`src/rtl/rv32_instr_injector_pkg.sv`:
```
// Shared RV32 types for the instruction injector: instruction word, request opcodes,
// base opcodes and small format helpers used by the encoder.
package rv32_instr_injector_pkg;

    typedef logic [31:0] rv_instr_t;

    typedef enum logic [2:0] {
        ENC_NOP   = 3'd0,
        ENC_LUI   = 3'd1,
        ENC_AUIPC = 3'd2,
        ENC_JAL   = 3'd3,
        ENC_ADDI  = 3'd4,
        ENC_ADD   = 3'd5,
        ENC_SW    = 3'd6,
        ENC_LI    = 3'd7
    } enc_op_t;

    typedef enum logic {
        IDLE,
        EMIT_LO
    } inj_state_t;

    localparam int FIFO_DEPTH = 4;

    localparam logic [6:0] OPC_LUI   = 7'b0110111;
    localparam logic [6:0] OPC_AUIPC = 7'b0010111;
    localparam logic [6:0] OPC_JAL   = 7'b1101111;
    localparam logic [6:0] OPC_OPIMM = 7'b0010011;
    localparam logic [6:0] OPC_OP    = 7'b0110011;
    localparam logic [6:0] OPC_STORE = 7'b0100011;

    localparam rv_instr_t NOP_INSTR = 32'h0000_0013;

    function automatic rv_instr_t enc_u(input logic [19:0] imm20, input logic [4:0] rd,
                                        input logic [6:0] opc);
        return {imm20, rd, opc};
    endfunction

    function automatic rv_instr_t enc_addi(input logic [11:0] imm12, input logic [4:0] rs1,
                                           input logic [4:0] rd);
        return {imm12, rs1, 3'b000, rd, OPC_OPIMM};
    endfunction

    function automatic rv_instr_t enc_add(input logic [4:0] rs2, input logic [4:0] rs1,
                                          input logic [4:0] rd);
        return {7'b0000000, rs2, rs1, 3'b000, rd, OPC_OP};
    endfunction

    function automatic rv_instr_t enc_sw(input logic [11:0] imm12, input logic [4:0] rs2,
                                         input logic [4:0] rs1);
        return {imm12[11:5], rs2, rs1, 3'b010, imm12[4:0], OPC_STORE};
    endfunction

    // J-format scatters the halfword offset; bit 0 is implicit and checked by the caller.
    function automatic rv_instr_t enc_jal(input logic [20:1] off, input logic [4:0] rd);
        return {off[20], off[10:1], off[11], off[19:12], rd, OPC_JAL};
    endfunction

endpackage

```
`src/rtl/rv32_instr_fifo.sv`:
```
// Registered show-ahead FIFO for 32-bit instruction words; the head entry is visible
// on data_o the cycle after it is written.
module rv32_instr_fifo
    import rv32_instr_injector_pkg::*;
#(
    parameter int DEPTH = 4
) (
    input  logic                         clk,
    input  logic                         rst,
    input  logic                         push_i,
    input  logic [31:0]                  data_i,
    input  logic                         pop_i,
    output logic [31:0]                  data_o,
    output logic                         full_o,
    output logic                         empty_o,
    output logic [$clog2(DEPTH+1)-1:0]   count_o
);

    localparam int PTR_W = (DEPTH > 1) ? $clog2(DEPTH) : 1;
    localparam int CNT_W = $clog2(DEPTH + 1);

    logic [31:0]      mem_q [DEPTH];
    logic [PTR_W-1:0] wr_ptr_q, wr_ptr_d;
    logic [PTR_W-1:0] rd_ptr_q, rd_ptr_d;
    logic [CNT_W-1:0] count_q, count_d;
    logic             do_push, do_pop;

    function automatic logic [PTR_W-1:0] ptr_inc(input logic [PTR_W-1:0] p);
        return (p == PTR_W'(DEPTH - 1)) ? '0 : p + 1'b1;
    endfunction

    assign full_o  = (count_q == CNT_W'(DEPTH));
    assign empty_o = (count_q == '0);
    assign count_o = count_q;
    assign data_o  = mem_q[rd_ptr_q];

    // A push into a full FIFO is dropped even if a pop happens in the same cycle.
    assign do_push = push_i && !full_o;
    assign do_pop  = pop_i && !empty_o;

    always_comb begin
        wr_ptr_d = wr_ptr_q;
        rd_ptr_d = rd_ptr_q;
        count_d  = count_q;
        if (do_push) wr_ptr_d = ptr_inc(wr_ptr_q);
        if (do_pop)  rd_ptr_d = ptr_inc(rd_ptr_q);
        case ({do_push, do_pop})
            2'b10:   count_d = count_q + 1'b1;
            2'b01:   count_d = count_q - 1'b1;
            default: count_d = count_q;
        endcase
    end

    always_ff @(posedge clk or posedge rst) begin
        if (rst) begin
            wr_ptr_q <= '0;
            rd_ptr_q <= '0;
            count_q  <= '0;
        end else begin
            wr_ptr_q <= wr_ptr_d;
            rd_ptr_q <= rd_ptr_d;
            count_q  <= count_d;
        end
    end

    always_ff @(posedge clk) begin
        if (do_push) mem_q[wr_ptr_q] <= data_i;
    end

endmodule

```
`src/rtl/rv32_instr_injector.sv`:
```
// Turns high-level instruction requests into RV32I words (LI may expand into LUI+ADDI)
// and buffers them in a small FIFO toward the consumer.
module rv32_instr_injector
    import rv32_instr_injector_pkg::*;
(
    input  logic        clk,
    input  logic        rst,
    input  logic        req_valid,
    output logic        req_ready,
    input  logic [2:0]  req_op,
    input  logic [4:0]  req_rd,
    input  logic [4:0]  req_rs1,
    input  logic [4:0]  req_rs2,
    input  logic [31:0] req_imm,
    output logic        instr_valid,
    input  logic        instr_ready,
    output rv_instr_t   instr,
    output logic [2:0]  fifo_count,
    output logic        busy,
    output logic        err_invalid
);

    inj_state_t  state_q, state_d;
    logic [4:0]  lo_rd_q, lo_rd_d;
    logic [11:0] lo_imm_q, lo_imm_d;
    logic        err_q, err_d;

    enc_op_t     op;
    logic        accept;
    logic        push;
    rv_instr_t   push_data;
    logic        fifo_full, fifo_empty;
    rv_instr_t   fifo_data;
    logic        li_fits12;
    logic [19:0] li_upper;

    assign op        = enc_op_t'(req_op);
    assign req_ready = !rst && (state_q == IDLE) && !fifo_full;
    assign accept    = req_valid && req_ready;

    // Rounding the upper part by imm[11] compensates for ADDI sign-extending its immediate.
    assign li_fits12 = (req_imm[31:11] == {21{req_imm[11]}});
    assign li_upper  = req_imm[31:12] + {19'b0, req_imm[11]};

    always_comb begin
        state_d   = state_q;
        lo_rd_d   = lo_rd_q;
        lo_imm_d  = lo_imm_q;
        err_d     = 1'b0;
        push      = 1'b0;
        push_data = NOP_INSTR;
        case (state_q)
            IDLE: begin
                if (accept) begin
                    push = 1'b1;
                    case (op)
                        ENC_NOP:   push_data = NOP_INSTR;
                        ENC_LUI:   push_data = enc_u(req_imm[31:12], req_rd, OPC_LUI);
                        ENC_AUIPC: push_data = enc_u(req_imm[31:12], req_rd, OPC_AUIPC);
                        ENC_JAL: begin
                            push_data = enc_jal(req_imm[20:1], req_rd);
                            if (req_imm[0]) begin
                                push  = 1'b0;
                                err_d = 1'b1;
                            end
                        end
                        ENC_ADDI:  push_data = enc_addi(req_imm[11:0], req_rs1, req_rd);
                        ENC_ADD:   push_data = enc_add(req_rs2, req_rs1, req_rd);
                        ENC_SW:    push_data = enc_sw(req_imm[11:0], req_rs2, req_rs1);
                        ENC_LI: begin
                            if (li_fits12) begin
                                push_data = enc_addi(req_imm[11:0], 5'd0, req_rd);
                            end else begin
                                push_data = enc_u(li_upper, req_rd, OPC_LUI);
                                if (req_imm[11:0] != 12'd0) begin
                                    state_d  = EMIT_LO;
                                    lo_rd_d  = req_rd;
                                    lo_imm_d = req_imm[11:0];
                                end
                            end
                        end
                        default: begin
                            push  = 1'b0;
                            err_d = 1'b1;
                        end
                    endcase
                end
            end
            EMIT_LO: begin
                if (!fifo_full) begin
                    push      = 1'b1;
                    push_data = enc_addi(lo_imm_q, lo_rd_q, lo_rd_q);
                    state_d   = IDLE;
                end
            end
            default: state_d = IDLE;
        endcase
    end

    always_ff @(posedge clk or posedge rst) begin
        if (rst) begin
            state_q  <= IDLE;
            lo_rd_q  <= '0;
            lo_imm_q <= '0;
            err_q    <= 1'b0;
        end else begin
            state_q  <= state_d;
            lo_rd_q  <= lo_rd_d;
            lo_imm_q <= lo_imm_d;
            err_q    <= err_d;
        end
    end

    rv32_instr_fifo #(
        .DEPTH(FIFO_DEPTH)
    ) u_fifo (
        .clk     (clk),
        .rst     (rst),
        .push_i  (push),
        .data_i  (push_data),
        .pop_i   (instr_valid && instr_ready),
        .data_o  (fifo_data),
        .full_o  (fifo_full),
        .empty_o (fifo_empty),
        .count_o (fifo_count)
    );

    assign instr_valid = !fifo_empty;
    assign instr       = fifo_empty ? NOP_INSTR : fifo_data;
    assign busy        = (state_q != IDLE) || !fifo_empty;
    assign err_invalid = err_q;

endmodule

```
`config.mk`:
```
export PLATFORM = sky130hd
export DESIGN_NAME = rv32_instr_injector
export DESIGN_NICKNAME = d
export VERILOG_FILES = /design/src/rtl/rv32_instr_injector_pkg.sv /design/src/rtl/rv32_instr_fifo.sv /design/src/rtl/rv32_instr_injector.sv
export SDC_FILE = /design/constraint.sdc
export NUM_CORES = 1
export LEC_CHECK = 0
export CAP_MARGIN = 20
export CORE_ASPECT_RATIO = 0.7
export CORE_MARGIN = 1
export CORE_UTILIZATION = 25
export DETAILED_ROUTE_END_ITERATION = 8
export HOLD_SLACK_MARGIN = 0.12
export PLACE_DENSITY = 0.52
export SLEW_MARGIN = 30
export SYNTH_ARGS = -nofsm -noshare
export SYNTH_HDL_FRONTEND = slang
export SYNTH_SLANG_ARGS = --single-unit
```
`constraint.sdc`:
```
create_clock -name clk -period 8.1 [get_ports clk]
set_input_delay 1.62 -clock clk [delete_from_list [all_inputs] [get_ports clk]]
set_output_delay 1.62 -clock clk [all_outputs]
set_load 0.02 [all_outputs]
```
==> results.sh, run 1 <==
export IMPL_rsz0062_at_grt="false"
export IMPL_critPathKind="reg -> out"
export IMPL_cts_made_buffers=17
export IMPL_grt_pass1_wl_um=31330
export IMPL_globalRouteTotalUtil_pct=14.71
export IMPL_skew_ns=0.006925
export IMPL_maxCapViolCount=0
export IMPL_ys_seq_area_share_pct=56.95
export IMPL_first_iter_violations=433
export IMPL_ir_drop_v=0.0001029
export IMPL_fin_setup_tns_ns=0
export IMPL_slew_headroom_pct=38.24
export IMPL_final_period_utilization_pct=58.50
export IMPL_hold_path_class="reg -> reg"
export IMPL_drt_drc_violations_left=0
export IMPL_synth_ff_type="edfxtp_1"
export IMPL_drive_gt1_share_pct=15.48
export IMPL_die_area_um2=29730
export IMPL_start_kind="flop"
export IMPL_worst_path_largest_cell_delay_ns=0.76
export IMPL_coreArea_um2=28140
export IMPL_routed_wl_um=20840
export IMPL_cp_data_arrival_time_ns=3.12
export IMPL_crit_required_ns=6.48
export IMPL_power_leakage_uw=0.003115
export IMPL_fp_dieH_um=144.6
export IMPL_fill_cells=2775
export IMPL_postSynthCellCount=550
export IMPL_cp_slowest_cell="clkinv_1"
export IMPL_crit_chain="nor3_1, clkinv_1, and2_1, clkdlybuf4s50_1"
export IMPL_finalPower_uw=2744
export IMPL_synth_edff_count=116
export IMPL_ctsResizeCount=0
export IMPL_rows=51
export IMPL_routabilityCongestion=0.9196
export IMPL_antenna_found_initial=0
export IMPL_cts_path_max_buffers=2
export IMPL_grt_pass1_vias=4958
export IMPL_cts_max_level=4
export IMPL_gr_total_overflow=0
export IMPL_cts_tree="yes"
export IMPL_cts_sinks=142
export IMPL_cp_max_fo=30
export IMPL_synth_cell_area_um2=7259
export IMPL_io_pins=93
export IMPL_worstMarginPinSlew_ns=0.9148
export IMPL_fin_nets=696
export IMPL_synth_seq_cells=142
export IMPL_post_cts_repair_setup_buffers=0
export IMPL_setup_viol=0
export IMPL_outcome="completed"
export IMPL_yosysWarnings=0
export IMPL_power_density_nw_per_um2=301.8
export IMPL_cts_root_buffer="clkbuf_16"
export IMPL_clk_pin_slew_ns=0.06
export IMPL_synth_distinct_cells=63
export IMPL_insertion_delay_ns=0.42
export IMPL_syn2layout_area_growth_pct=25.25
export IMPL_firstDrtPassIters=5
export IMPL_ant_nets=0
export IMPL_routedWlPerCell_um=20.47
export IMPL_hold_buffers=0
export IMPL_start_util_pct=25.80
export IMPL_die_w_um=205.7
export IMPL_detailed_place_hpwl_um=15130
export IMPL_clock_fmax_mhz=211.0
export IMPL_vias=4977
export IMPL_synthArstFlopShare_pct=18.31
export IMPL_grt_max_degree=44
export IMPL_slew_viol_final=0
export IMPL_finalHoldViolCount=0
export IMPL_viasPerCell=4.889
export IMPL_end_kind="output port"
export IMPL_syn_avg_cell_area_um2=13.20
export IMPL_period_needed_ns=4.739
export IMPL_io_buffers=90
## final cells by class
type	count	area (um2)	share of cell area [%]
multi-input cells	349	2887	31.75
repair buffers	99	963.4	10.60
well taps	371	464.2	5.105
diodes	1	2.502	0.02752
clock inverters	12	112.6	1.238
clock buffers	20	436.7	4.803
flip-flops and latches	142	4136	45.49
inverters	24	90.09	0.9908
## through the flow
stage / util (%) / area [um2] / std cells / setup WS (ns) / hold slack, ns
final: 32.31 / 9092 / 1018 / 3.361 / 0.5151
after global routing: 32.30 / 9090 / 1017 / 2.975 / 0.5322
after global placement: 30.35 / 8541 / 985 / 3.141 / 0.4933
after CTS: 32.30 / 9090 / 1017 / 3.524 / 0.5152
after floorplan: - / 7263 / 551 / 4.363 / 0.4716
after detailed placement: 30.35 / 8541 / 985 / 3.076 / 0.4954
## critical path, delay by kind of cell, from the launching register on
family	cells	cell delay, ns
buffers and inverters	2	1.33
AND/OR/NAND/NOR	2	0.92
flip-flops	1	0.43
## power breakdown
group | switching (uW) | internal [uW] | leakage (uW)
clock | 303 | 424 | 0.000253
sequential | 84.9 | 918 | 0.00140
combinational | 509 | 505 | 0.00147
## registers in the layout, summed over array words and instances (netlist names)
register,cells
err_invalid,1
lo_imm_q,12
lo_rd_q,5
state_q,1
u_fifo.count_o,3
u_fifo.mem_q,116
u_fifo.rd_ptr_q,2
u_fifo.wr_ptr_q,2
## cell usage in the layout (no fill, tap or decap), types with 5 or more instances in the layout
| cell | n |
|---|---|
| mux2_2 | 7 |
| nor4_1 | 5 |
| nand3_1 | 15 |
| o221ai_1 | 6 |
| nand2b_1 | 5 |
| xnor2_1 | 11 |
| nor3_1 | 15 |
| buf_4 | 9 |
| nand2_1 | 36 |
| mux2i_1 | 8 |
| edfxtp_1 | 116 |
| clkdlybuf4s50_1 | 89 |
| ha_1 | 8 |
| mux2_4 | 9 |
| xor2_1 | 9 |
| nor2_1 | 18 |
| a21oi_1 | 11 |
| mux4_2 | 30 |
| a22oi_1 | 7 |
| clkbuf_16 | 17 |
| inv_1 | 23 |
| and2_1 | 36 |
| clkinvlp_4 | 5 |
| nor3b_1 | 7 |
| or4_1 | 7 |
| dfrtp_1 | 24 |
| o21ai_0 | 30 |
## cells in the mapped netlist (11+ instances only)
library cell | count | area, um2
dfrtp_1 | 26 | 650.6
mux4_2 | 30 | 675.7
o21ai_0 | 30 | 150.1
nand2_1 | 36 | 135.1
edfxtp_1 | 116 | 3483
clkbuf_1 | 23 | 86.33
nand3_1 | 15 | 75.07
xnor2_1 | 11 | 96.34
nor3_1 | 15 | 75.07
inv_1 | 24 | 90.09
nor2_1 | 18 | 67.56
a21oi_1 | 11 | 55.05
and2_1 | 36 | 225.2
## logic make-up (layout without fill, tap and decap cells)
logic type      Yosys count  in the layout  synth area share [%]
fa+ha+maj                 9              9                 1.655
flops                   142            142                 56.95
compound gates           92             92                 8.859
other cells               1              3               0.05166
simple gates            170            170                 13.00
xor+xnor                 20             20                 2.413
buf+inv                  60            155                 3.413
mux                      56             56                 13.67
## worst paths after layout
| kind | from | end | slack, ns | cells after the start |
|---|---|---|---|---|
| setup / recovery | u_fifo.count_o[1] | instr[20] | 3.36 | 4 |
| hold / removal | lo_rd_q[1] | lo_rd_q[1] | 0.52 | 1 |
| setup reg to reg | u_fifo.count_o[1] | u_fifo.count_o[2] | 4.74 | 11 |
| hold reg to reg | lo_rd_q[1] | lo_rd_q[1] | 0.52 | 1 |
| max in group asynchronous | rst | u_fifo.rd_ptr_q[0] | 6.15 | 3 |
| min in group asynchronous | rst | lo_imm_q[5] | 1.64 | 3 |
## layer usage
layer / global-route usage [%] / wire length (um)
met5: 0 / 0
met4: 4.327 / 238
met3: 4.709 / 1524
met2: 19.55 / 8339
met1: 22.19 / 10740
Note: power is estimated with default switching activity, not from simulation.
==> run 2: changes to the inputs <==
- clock period: 8.1 -> 4.94 ns (I/O delays scaled with it)
==> run 2 against run 1 <==
Effect of this change:
- utilization grew 0.28 points
- wire length grew 2.3%
- total power grew 64%
==> results.sh, run 2 (synthesis results as in run 1) <==
export IMPL_critPathKind="reg -> out"
export IMPL_final_cell_mix="edfxtp_1, clkdlybuf4s50_1, and2_1, nand2_1"
export IMPL_maxCapViolCount=0
export IMPL_grt_max_degree=42
export IMPL_drt_drc_violations_left=0
export IMPL_numPlacedInstances=991
export IMPL_cts_sinks=142
export IMPL_end_kind="output port"
export IMPL_first_iter_violations=646
export IMPL_finalHoldViolCount=0
export IMPL_setup_viol=0
export IMPL_hold_end="lo_rd_q[4]"
export IMPL_cp_max_fo=30
export IMPL_place_ws_ns=0.7403
export IMPL_routabilityCongestion=0.9497
export IMPL_crit_required_ns=3.95
export IMPL_share_seq_of_total_power_pct=36.4
export IMPL_gr_total_overflow=0
export IMPL_io_buffers=90
export IMPL_insertion_delay_ns=0.42
export IMPL_io_pins=93
export IMPL_final_period_utilization_pct=84.75
export IMPL_fin_setup_tns_ns=0
export IMPL_r2r_worst_path_cells=10
export IMPL_fp_dieH_um=144.6
export IMPL_cts_root_buffer="clkbuf_16"
export IMPL_ir_drop_v=0.0001686
export IMPL_vias=5046
export IMPL_detailed_place_hpwl_um=15360
export IMPL_grt_pass1_vias=4848
export IMPL_reg2reg_to="u_fifo.count_o[2]"
export IMPL_period_needed_ns=4.187
export IMPL_pwr_share_comb_pct=37.5
export IMPL_fin_nets=702
export IMPL_r2r_start="u_fifo.count_o[0]"
export IMPL_layout_commonest_cell="edfxtp_1"
export IMPL_rsz0062_at_grt="false"
export IMPL_switchingPower_uw=1509
export IMPL_switching_share_pct=33.50
export IMPL_reg2reg_setup_slack_ns=1.70
export IMPL_antenna_cells=0
export IMPL_worstMarginPinSlew_ns=0.8530
export IMPL_die_area_um2=29730
export IMPL_cts_made_buffers=17
export IMPL_drive_gt1_share_pct=16.28
export IMPL_cp_data_arrival_time_ns=3.20
export IMPL_ant_nets=0
export IMPL_stdcell_count=1022
export IMPL_grt_pass1_wl_um=31540
export IMPL_hp_start="lo_rd_q[4]"
export IMPL_routedWlPerCell_um=20.85
export IMPL_fin_area_um2=9171
export IMPL_skew_ns=0.01112
export IMPL_start_util_pct=25.80
export IMPL_hold_path_class="reg -> reg"
export IMPL_syn2layout_area_growth_pct=26.34
export IMPL_clock_power_share_pct=26.0
export IMPL_antenna_found_initial=0
export IMPL_largest_reg_flops=116
export IMPL_clk_pin_slew_ns=0.06
export IMPL_slew_headroom_pct=42.78
export IMPL_power_leakage_uw=0.003158
export IMPL_cts_max_level=4
export IMPL_placed_area_um2=8635
export IMPL_final_setup_worst_slack_ns=0.7532
export IMPL_start_kind="flop"
export IMPL_power_density_nw_per_um2=491.2
export IMPL_clock_fmax_mhz=238.8
export IMPL_whs_path_depth=1
export IMPL_p_int_uw=2996
export IMPL_regMostFlops="u_fifo.mem_q"
export IMPL_rows=51
export IMPL_hold_buffers=0
export IMPL_hold_slack_ns=0.5092
export IMPL_die_w_um=205.7
export IMPL_globalRouteTotalUtil_pct=14.76
export IMPL_slew_viol_final=0
export IMPL_coreArea_um2=28140
export IMPL_ctsResizeCount=0
export IMPL_firstDrtPassIters=5
export IMPL_cts_path_max_buffers=2
export IMPL_reg_top3="u_fifo.mem_q (116), lo_imm_q (12), lo_rd_q (5)"
export IMPL_viasPerCell=4.937
export IMPL_outcome="completed"
export IMPL_post_cts_repair_setup_buffers=0
export IMPL_routed_wl_um=21310
export IMPL_cts_tree="yes"
run 2: cell count changes in the layout (fill, tap and decap cells not counted), sizes merged:
cell	previous run	this run
inv	26	29
diode	1	0
clkinvlp	5	2
clkbuf	20	17
buf	10	15
clkinv	4	7
bufinv	1	0
clkdlybuf4s50	89	90
run 2: final cells by class:
cell class                      instances  area, um2
Sequential cell                       142       4136
Clock inverter                         14      110.1
Timing Repair Buffer                  105       1064
Inverter                               24      90.09
Tap cell                              371      464.2
Fill cell                            2744      18970
Clock buffer                           17      425.4
Multi-Input combinational cell        349       2882
run 2: routing by layer:
metal	track usage, %	part of all wire, %	vias up
met4	4.483	1.1	0
met2	20.17	41	222
li1	-	-	2274
met3	3.718	7.5	15
met1	22.39	50	2535
met5	0	0	-
run 2: power groups by stage:
stage	clock [uW]	combinational, uW	sequential [uW]
after global placement	0	1720	1670
after global routing	1240	1830	1670
after floorplan	0	1030	1600
after detailed placement	0	1720	1670
final	1170	1690	1640
after CTS	1190	1730	1640
run 2: how the worst max path moves through the flow:
stage | from | to | slack, ns | cells past startpoint
floorplan | req_imm[13] | u_fifo.mem_q[0][24] | 1.94 | 6
global placement | req_imm[11] | u_fifo.mem_q[0][24] | 0.82 | 5
detailed placement | req_imm[11] | u_fifo.mem_q[2][24] | 0.74 | 5
CTS | u_fifo.rd_ptr_q[1] | instr[27] | 1.02 | 4
global route | u_fifo.count_o[1] | instr[6] | 0.44 | 4
finish | u_fifo.count_o[0] | instr[6] | 0.75 | 4
run 2: metrics by stage:
stage               utilization (%)  power (uW)
floorplan                         -        2636
global placement              30.68        3384
detailed placement            30.68        3390
CTS                           32.59        4556
global route                  32.59        4734
finish                        32.59        4505
run 2: critical path: stages, from the launching register on:
cell             delay [ns]
dfrtp_1                0.45
nor3_1                 0.48
clkinv_1               0.84
and2_1                 0.43
clkdlybuf4s50_1        0.57
==> run 3: changes to the inputs <==
- clock period: 4.94 -> 4.1 ns (I/O delays scaled with it)
==> run 3 against run 2 <==
Effect of this change:
- wire length up 0.16%
- worst hold slack better by 0.0022 ns
- final area up 2.6%
- highest routed layer unchanged
- largest power group unchanged
==> results.sh, run 3 (synthesis results as in run 1) <==
export IMPL_cp_data_arrival_time_ns=2.79
export IMPL_cts_path_max_buffers=2
export IMPL_fill_cells=2782
export IMPL_cts_made_buffers=17
export IMPL_final_period_utilization_pct=87.93
export IMPL_critPathBufInv=2
export IMPL_hold_buffers=0
export IMPL_cp_max_fo=30
export IMPL_viasPerCell=4.908
export IMPL_clock_fmax_mhz=277.4
export IMPL_die_area_um2=29730
export IMPL_antenna_found_initial=0
export IMPL_critPathKind="reg -> out"
export IMPL_start_kind="flop"
export IMPL_r2r_start="u_fifo.count_o[1]"
export IMPL_grt_pass1_wl_um=32140
export IMPL_detailed_place_hpwl_um=15910
export IMPL_hold_slack_ns=0.5114
export IMPL_reg2reg_to="u_fifo.count_o[2]"
export IMPL_fin_setup_tns_ns=0
export IMPL_fp_dieH_um=144.6
export IMPL_crit_family="buffers and inverters"
export IMPL_reg2reg_setup_slack_ns=1.17
export IMPL_ctsResizeCount=0
export IMPL_crit_path_end="instr[20]"
export IMPL_post_cts_repair_setup_buffers=0
export IMPL_globalRouteTotalUtil_pct=15.04
export IMPL_outcome="completed"
export IMPL_power_leakage_uw=0.003305
export IMPL_clk_pin_slew_ns=0.06
export IMPL_io_buffers=90
export IMPL_io_pins=93
export IMPL_largest_reg_flops=116
export IMPL_cts_sinks=142
export IMPL_power_density_nw_per_um2=603.6
export IMPL_slew_headroom_pct=43.84
export IMPL_syn2layout_area_growth_pct=29.63
export IMPL_maxCapViolCount=0
export IMPL_crit_chain="nor3_1, inv_1, and2_1, clkdlybuf4s50_1"
export IMPL_drive_gt1_share_pct=19.02
export IMPL_routed_wl_um=21350
export IMPL_firstDrtPassIters=5
export IMPL_antenna_cells=0
export IMPL_reg_top3="u_fifo.mem_q (116), lo_imm_q (12), lo_rd_q (5)"
export IMPL_layout_commonest_cell="edfxtp_1"
export IMPL_die_w_um=205.7
export IMPL_rows=51
export IMPL_final_cell_mix="edfxtp_1, clkdlybuf4s50_1, and2_1, nand2_1, buf_4"
export IMPL_start_util_pct=25.80
export IMPL_drt_drc_violations_left=0
export IMPL_grt_pass1_vias=5034
export IMPL_fin_nets=723
export IMPL_end_kind="output port"
export IMPL_crit_start="u_fifo.count_o[1]"
export IMPL_rsz0062_at_grt="false"
export IMPL_worstMarginPinSlew_ns=0.8372
export IMPL_multi_input_area_um2=2887
export IMPL_vias=5124
export IMPL_finalPower_uw=5680
export IMPL_r2r_worst_path_cells=11
export IMPL_grt_max_degree=31
export IMPL_slew_viol_final=0
export IMPL_ant_nets=0
export IMPL_ff_latch_area_um2=4135
export IMPL_routedWlPerCell_um=20.45
export IMPL_cts_max_level=4
export IMPL_insertion_delay_ns=0.43
export IMPL_regMostFlops="u_fifo.mem_q"
export IMPL_skew_ns=0.01395
export IMPL_gr_total_overflow=0
export IMPL_coreArea_um2=28140
export IMPL_cp_num_cells=4
export IMPL_cts_tree="yes"
export IMPL_ir_drop_v=0.0002775
export IMPL_first_iter_violations=409
export IMPL_period_needed_ns=3.605
export IMPL_crit_required_ns=3.28
export IMPL_hold_path_class="reg -> reg"
export IMPL_worst_path_largest_cell_delay_ns=0.57
export IMPL_cts_root_buffer="clkbuf_16"
export IMPL_routabilityCongestion=0.9161
export IMPL_cp_slowest_cell="clkdlybuf4s50_1"
export IMPL_setup_viol=0
export IMPL_finalHoldViolCount=0
run 3: changes by cell type in the layout (fill, tap and decap cells not counted), moves of 2 or more:
cell	before	now
buf_4	11	33
bufinv_16	0	3
clkinv_4	4	1
inv_8	0	3
clkinv_1	3	1
run 3: cell type report:
cell class | instances | share of cell area, %
sequential | 142 | 43.94
clock inverter | 15 | 2.127
inverter | 24 | 0.9573
multi-input combinational | 349 | 30.67
clock buffer | 17 | 4.521
tap | 371 | 4.933
timing repair buffer | 126 | 12.84
run 3: power by group:
| group | switching (uW) | internal, uW | total (uW) |
|---|---|---|---|
| Combinational | 1040 | 1040 | 2090 |
| Clock | 658 | 981 | 1640 |
| Sequential | 145 | 1810 | 1960 |
run 3: worst min path at each step:
stage / start / endpoint / slack (ns) / depth (start not counted)
after global routing: lo_imm_q[4] / lo_imm_q[4] / 0.53 / 1
after CTS: lo_rd_q[4] / lo_rd_q[4] / 0.51 / 1
after floorplan: lo_imm_q[3] / lo_imm_q[3] / 0.47 / 2
final: lo_rd_q[1] / lo_rd_q[1] / 0.51 / 1
after detailed placement: lo_imm_q[4] / lo_imm_q[4] / 0.50 / 1
after global placement: lo_rd_q[4] / lo_rd_q[4] / 0.49 / 1
run 3: per-stage QoR:
step | setup slack (ns) | instance area [um2] | util, % | cells
after floorplan | 1.268 | 7263 | - | 551
after global placement | 0.2149 | 8780 | 31.20 | 1012
after detailed placement | 0.1329 | 8785 | 31.22 | 1012
after CTS | 0.4261 | 9410 | 33.44 | 1044
after global routing | 0.3044 | 9410 | 33.44 | 1044
final | 0.4947 | 9410 | 33.44 | 1044
run 3: per-layer routing:
layer | track usage [%] | up-vias | share of wire [%]
li1 | - | 2329 | -
met4 | 3.977 | 0 | 1.2
met2 | 20.11 | 225 | 40
met1 | 22.96 | 2545 | 50
met5 | 0 | - | 0
met3 | 4.484 | 25 | 8.3
==> patch 1: new RTL, config.mk and constraints of run 3 <==
Reset style: synchronous (`rst`), changed in 2 clocked blocks.
--- a/src/rtl/rv32_instr_fifo.sv
+++ b/src/rtl/rv32_instr_fifo.sv
@@ -51,7 +51,7 @@
         endcase
     end
 
-    always_ff @(posedge clk or posedge rst) begin
+    always_ff @(posedge clk) begin
         if (rst) begin
             wr_ptr_q <= '0;
             rd_ptr_q <= '0;
--- a/src/rtl/rv32_instr_injector.sv
+++ b/src/rtl/rv32_instr_injector.sv
@@ -97,7 +97,7 @@
         endcase
     end
 
-    always_ff @(posedge clk or posedge rst) begin
+    always_ff @(posedge clk) begin
         if (rst) begin
             state_q  <= IDLE;
             lo_rd_q  <= '0;
Formal check against the unedited RTL: differs if rst is asserted again (counterexample within 4 cycles, from zero or initial values and one cycle with rst high); with rst held inactive, the same outputs for 4 cycles.
==> patch 1 against run 3 <==
Hold slack worse by 30 ps; final area fell by 3.4%; area after synthesis decreased by 1.7%; sequential cell count increased by 2; setup slack gained 54 ps; combinational power down 32%; power down 18%; wire length is 2.3% higher; sequential share of layout area up 0.54 points.
==> patch 1: results (changes against run 3) <==
| Metric | Value |
|---|---|
| Initial antenna violation count | `1 (+1)` |
| Critical path's largest stage delay | `640 ps (+70 ps)` |
| Hpwl dp | `15300 um (-3.9%)` |
| Post-synthesis sequential area ratio | `56.7% (-0.27 points)` |
| # resized after CTS | `0 (unchanged)` |
| DP Worst Slack | `460 ps (+327 ps)` |
| Clock Skews | `8.58 ps (-5.37 ps)` |
| Cell leakage power | `2.99 nW (-9.5%)` |
| DRT iter0 DRCs | `502 (+23%)` |
| Via Count | `5155 (+0.60%)` |
| Yosys cell types | `56 (-11%)` |
| Layout cell share with drive strength beyond 1 | `14.7% (-4.3 points)` |
| Avg Cell Area, Syn | `12.6 um2 (-4.5%)` |
| Drt total wl | `21800 um (+2.3%)` |
| Post-CTS setup buffers | `0 (unchanged)` |
| Worst IR Drop VDD | `298 uV (+7.3%)` |
| Outcome | `finished clean` |
| Tot GR Track Use | `15.2% (+0.17 points)` |
| Slew headroom | `44.3% (+0.41 points)` |
| DR vias/cell | `4.94 (+0.60%)` |
| First-pass GRT wire length | `32400 um (+0.71%)` |
| Asr flop ratio synth | `0% (-18 points)` |
| Critical path arrival | `2730 ps (-60 ps)` |
| Routability Congestion | `0.846 (-7.7%)` |
| Synth area leaders | `edfxtp_1 49%, mux4_2 9.2%, dfxtp_1 7.9%, and2_1 3.1%, a21oi_1 2.6%` |
| Pin count of the biggest net entering global routing | `32 (+3.2%)` |
| Commonest cells in the netlist | `116 x edfxtp_1, 39 x nand2_1, 37 x a21oi_1` |
| Crit-path slowest cell | `clkinv_1` |
| Cell Area, Placed | `8510 um2 (-3.1%)` |
-- patch 1: report_power, final --
group / internal, W / leakage, nW / switching [W]
Combinational: 0.000658 / 1.41 / 0.000766
Clock: 0.000903 / 0.281 / 0.000633
Sequential: 0.00167 / 1.30 / 0.0000331
Total: 0.00323 / 2.99 / 0.00143
-- patch 1: cells by family (layout without fill, tap and decap cells) --
logic type	after synthesis	count (layout)	synth area share (%)
multiplexers	39	39	10.6
AND/OR/NAND/NOR	181	181	13.7
XOR/XNOR	19	19	2.33
other	1	2	0.0526
adder cells (fa/ha/maj)	9	9	1.68
AO/OA/AOI/OAI	122	122	11.8
flip-flops	144	144	56.7
buffers and inverters	51	157	3.21
-- patch 1: layout make-up --
class	count	area (um2)
clock buffer	17	425
multi-input combinational	372	2870
inverter	11	41.3
fill	2834	18900
tap	371	464
clock inverter	15	158
sequential	144	4050
timing repair buffer	114	1090
-- patch 1: layer usage --
layer	up-vias	share of wire (%)	track usage (%)
met5	-	0.069	0
met4	2	1.8	4.75
met3	23	7.6	4.90
met2	207	43	22.3
met1	2539	48	21.2
li1	2384	-	-
-- patch 1: tightest hold or removal path, delay by kind of cell, from the launching register on --
family,cells,cell delay [ps]
DFF,1,310
AOI/OAI and AO/OA,2,130
-- patch 1: final timing paths --
path	from	slack (ps)	cells past startpoint	to
setup reg to reg	u_fifo.count_o[2]$_SDFFE_PP0P_	1150	11	u_fifo.count_o[2]$_SDFFE_PP0P_
setup / recovery	u_fifo.count_o[2]$_SDFFE_PP0P_	550	5	instr[3]
hold / removal	lo_rd_q[3]$_SDFFE_PP0P_	480	2	lo_rd_q[3]$_SDFFE_PP0P_
hold reg to reg	lo_rd_q[3]$_SDFFE_PP0P_	480	2	lo_rd_q[3]$_SDFFE_PP0P_
==> patch 2: new RTL, config.mk and constraints of run 3 <==
Made on the original files. `lo_imm_q` no longer has a reset.
--- a/src/rtl/rv32_instr_injector.sv
+++ b/src/rtl/rv32_instr_injector.sv
@@ -101,14 +101,16 @@
         if (rst) begin
             state_q  <= IDLE;
             lo_rd_q  <= '0;
-            lo_imm_q <= '0;
             err_q    <= 1'b0;
         end else begin
             state_q  <= state_d;
             lo_rd_q  <= lo_rd_d;
-            lo_imm_q <= lo_imm_d;
             err_q    <= err_d;
         end
+    end
+
+    always_ff @(posedge clk) begin
+        lo_imm_q <= lo_imm_d;
     end
 
     rv32_instr_fifo #(
Function: same outputs for any inputs over 4 cycles, from zero or initial values and one cycle with rst high; that may be too few to reach the edited logic, so the function may still have changed.
==> patch 2 against run 3 <==
Sequential cell count stayed put; final cell count is 5.9% lower; largest power group unchanged; die area is 3.2% lower; area after synthesis is 3.2% lower; wire length is 3.4% lower; setup slack better by 160 ps; power is 4.2% lower; final area is 4.3% lower; largest cell class unchanged; critical endpoint is now instr[23].
==> patch 2: results (changes against run 3) <==
| Metric | Value |
|---|---|
| Switch share | `32.1% (-0.32 points)` |
| Commonest cells in the netlist | `128 x edfxtp_1, 41 x nand2_1, 33 x and2_1` |
| Post-synthesis sequential area ratio | `59.7% (+2.8 points)` |
| Synth area leaders | `edfxtp_1 55%, mux4_2 9.3%, dfrtp_1 5.0%, and2_1 2.9%, nand2_1 2.2%` |
| Net count, final | `668 (-7.6%)` |
| Worst Min Path Start | `u_fifo.count_o[2]$_DFFE_PP0P_` |
| Initial antenna violation count | `0 (unchanged)` |
| Pin count of the biggest net entering global routing | `30 (-3.2%)` |
| Tot GR Track Use | `14.9% (-0.17 points)` |
| Cell leakage power | `3.09 nW (-6.5%)` |
| Hpwl dp | `15100 um (-5.2%)` |
| Crit-path slowest cell | `mux4_2` |
| Worst IR Drop VDD | `297 uV (+7.2%)` |
| Critical path's largest stage delay | `590 ps (+20 ps)` |
| Asr flop ratio synth | `9.86% (-8.5 points)` |
| H-Tree Depth | `4 (unchanged)` |
| Critical path arrival | `2620 ps (-170 ps)` |
| DP Worst Slack | `401 ps (+268 ps)` |
| Layout cell share with drive strength beyond 1 | `17.3% (-1.7 points)` |
| RR Startpoint | `u_fifo.count_o[0]$_DFFE_PP0P_` |
| # resized after CTS | `0 (unchanged)` |
| Routability Congestion | `0.911 (-0.59%)` |
| Number of antenna diodes | `0 (unchanged)` |
| Logic gate share of total power | `37.2% (+0.5 points)` |
| Via Count | `4782 (-6.7%)` |
| Clock Skews | `7.20 ps (-6.75 ps)` |
| First-pass GRT wire length | `30800 um (-4.1%)` |
| Sw Pwr | `0.00175 W (-5.1%)` |
| Worst setup path start | `u_fifo.rd_ptr_q[0]$_DFFE_PP0P_` |
| First-pass DRT Iterations | `5 (unchanged)` |
| DRT iter0 DRCs | `384 (-6.1%)` |
| WHS Path Cells | `1 (unchanged)` |
| Post-synth EDFFs | `128 (+10%)` |
| Post-CTS setup buffers | `0 (unchanged)` |
| Sequential Power Share | `34.8% (+0.4 points)` |
| Cell Area, Placed | `8420 um2 (-4.2%)` |
| Number of global-route vias before repair | `4891 (-2.8%)` |
| Outcome | `finished clean` |
| Largest regs | `u_fifo.mem_q x116, lo_imm_q x12, lo_rd_q x5` |
| I/O Buffers | `90 (unchanged)` |
| Yosys cell types | `64 (+1.6%)` |
| Worst-Skew Late Latency | `410 ps (-20 ps)` |
| Worst Max-Slew Pin Slew | `751 ps (-86.0 ps)` |
| Largest fanout on the critical path | `13 (-57%)` |
| WL/cell | `21.0 um (+2.7%)` |
==> patch 2: cell types whose count changed after synthesis, moves of 8 or more <==
cell,run 3,this run
dfrtp_1,26,14
edfxtp_1,116,128
inv_1,24,13
o21ai_0,30,20
nor3_1,15,7
==> patch 2: final timing paths <==
check | endpoint | slack (ps)
worst max-delay path | instr[23] | 660
worst min-delay path | u_fifo.count_o[2]$_DFFE_PP0P_ | 510
worst max register to register | u_fifo.count_o[2]$_DFFE_PP0P_ | 1400
worst min register to register | u_fifo.count_o[2]$_DFFE_PP0P_ | 510
max in group asynchronous | u_fifo.rd_ptr_q[0]$_DFFE_PP0P_ | 2790
min in group asynchronous | u_fifo.count_o[0]$_DFFE_PP0P_ | 880
==> patch 2: critical path, delay by kind of cell (launching register included) <==
kind	cells	cell delay [ps]
buffers and inverters	2	890
DFF	1	550
muxes	1	590
and+or+nand+nor	1	190
==> patch 2: logic make-up after synthesis <==
group           Yosys count  share of synthesized area, %
simple gates            152                          11.7
flops                   142                          59.7
compound gates           86                          9.15
mux                      46                          12.1
buf+inv                  45                          3.01
xor+xnor                 21                          2.62
fa+ha+maj                 9                          1.71
other cells               1                        0.0534
==> patch 2: per-layer routing <==
layer	up-vias	routed length [um]	track usage (%)
met4	0	284	4.79
met5	-	0	0
met1	2426	9670	21.0
met3	14	1640	4.46
met2	186	9030	21.6
li1	2156	-	-
==> patch 2: area by class of cell <==
type,instances,area [um2]
fill,2677,18100
sequential,142,4200
inverter,13,48.8
multi-input combinational,316,2630
clock buffer,19,433
tap,364,455
clock inverter,13,153
timing repair buffer,115,1090
==> patch 2: per-stage QoR <==
step           instances  hold slack [ps]
2_1_floorplan        503              481
3_3_place_gp         950              498
3_5_place_dp         950              498
4_1_cts              982              511
5_1_grt              982              532
6_report             982              510
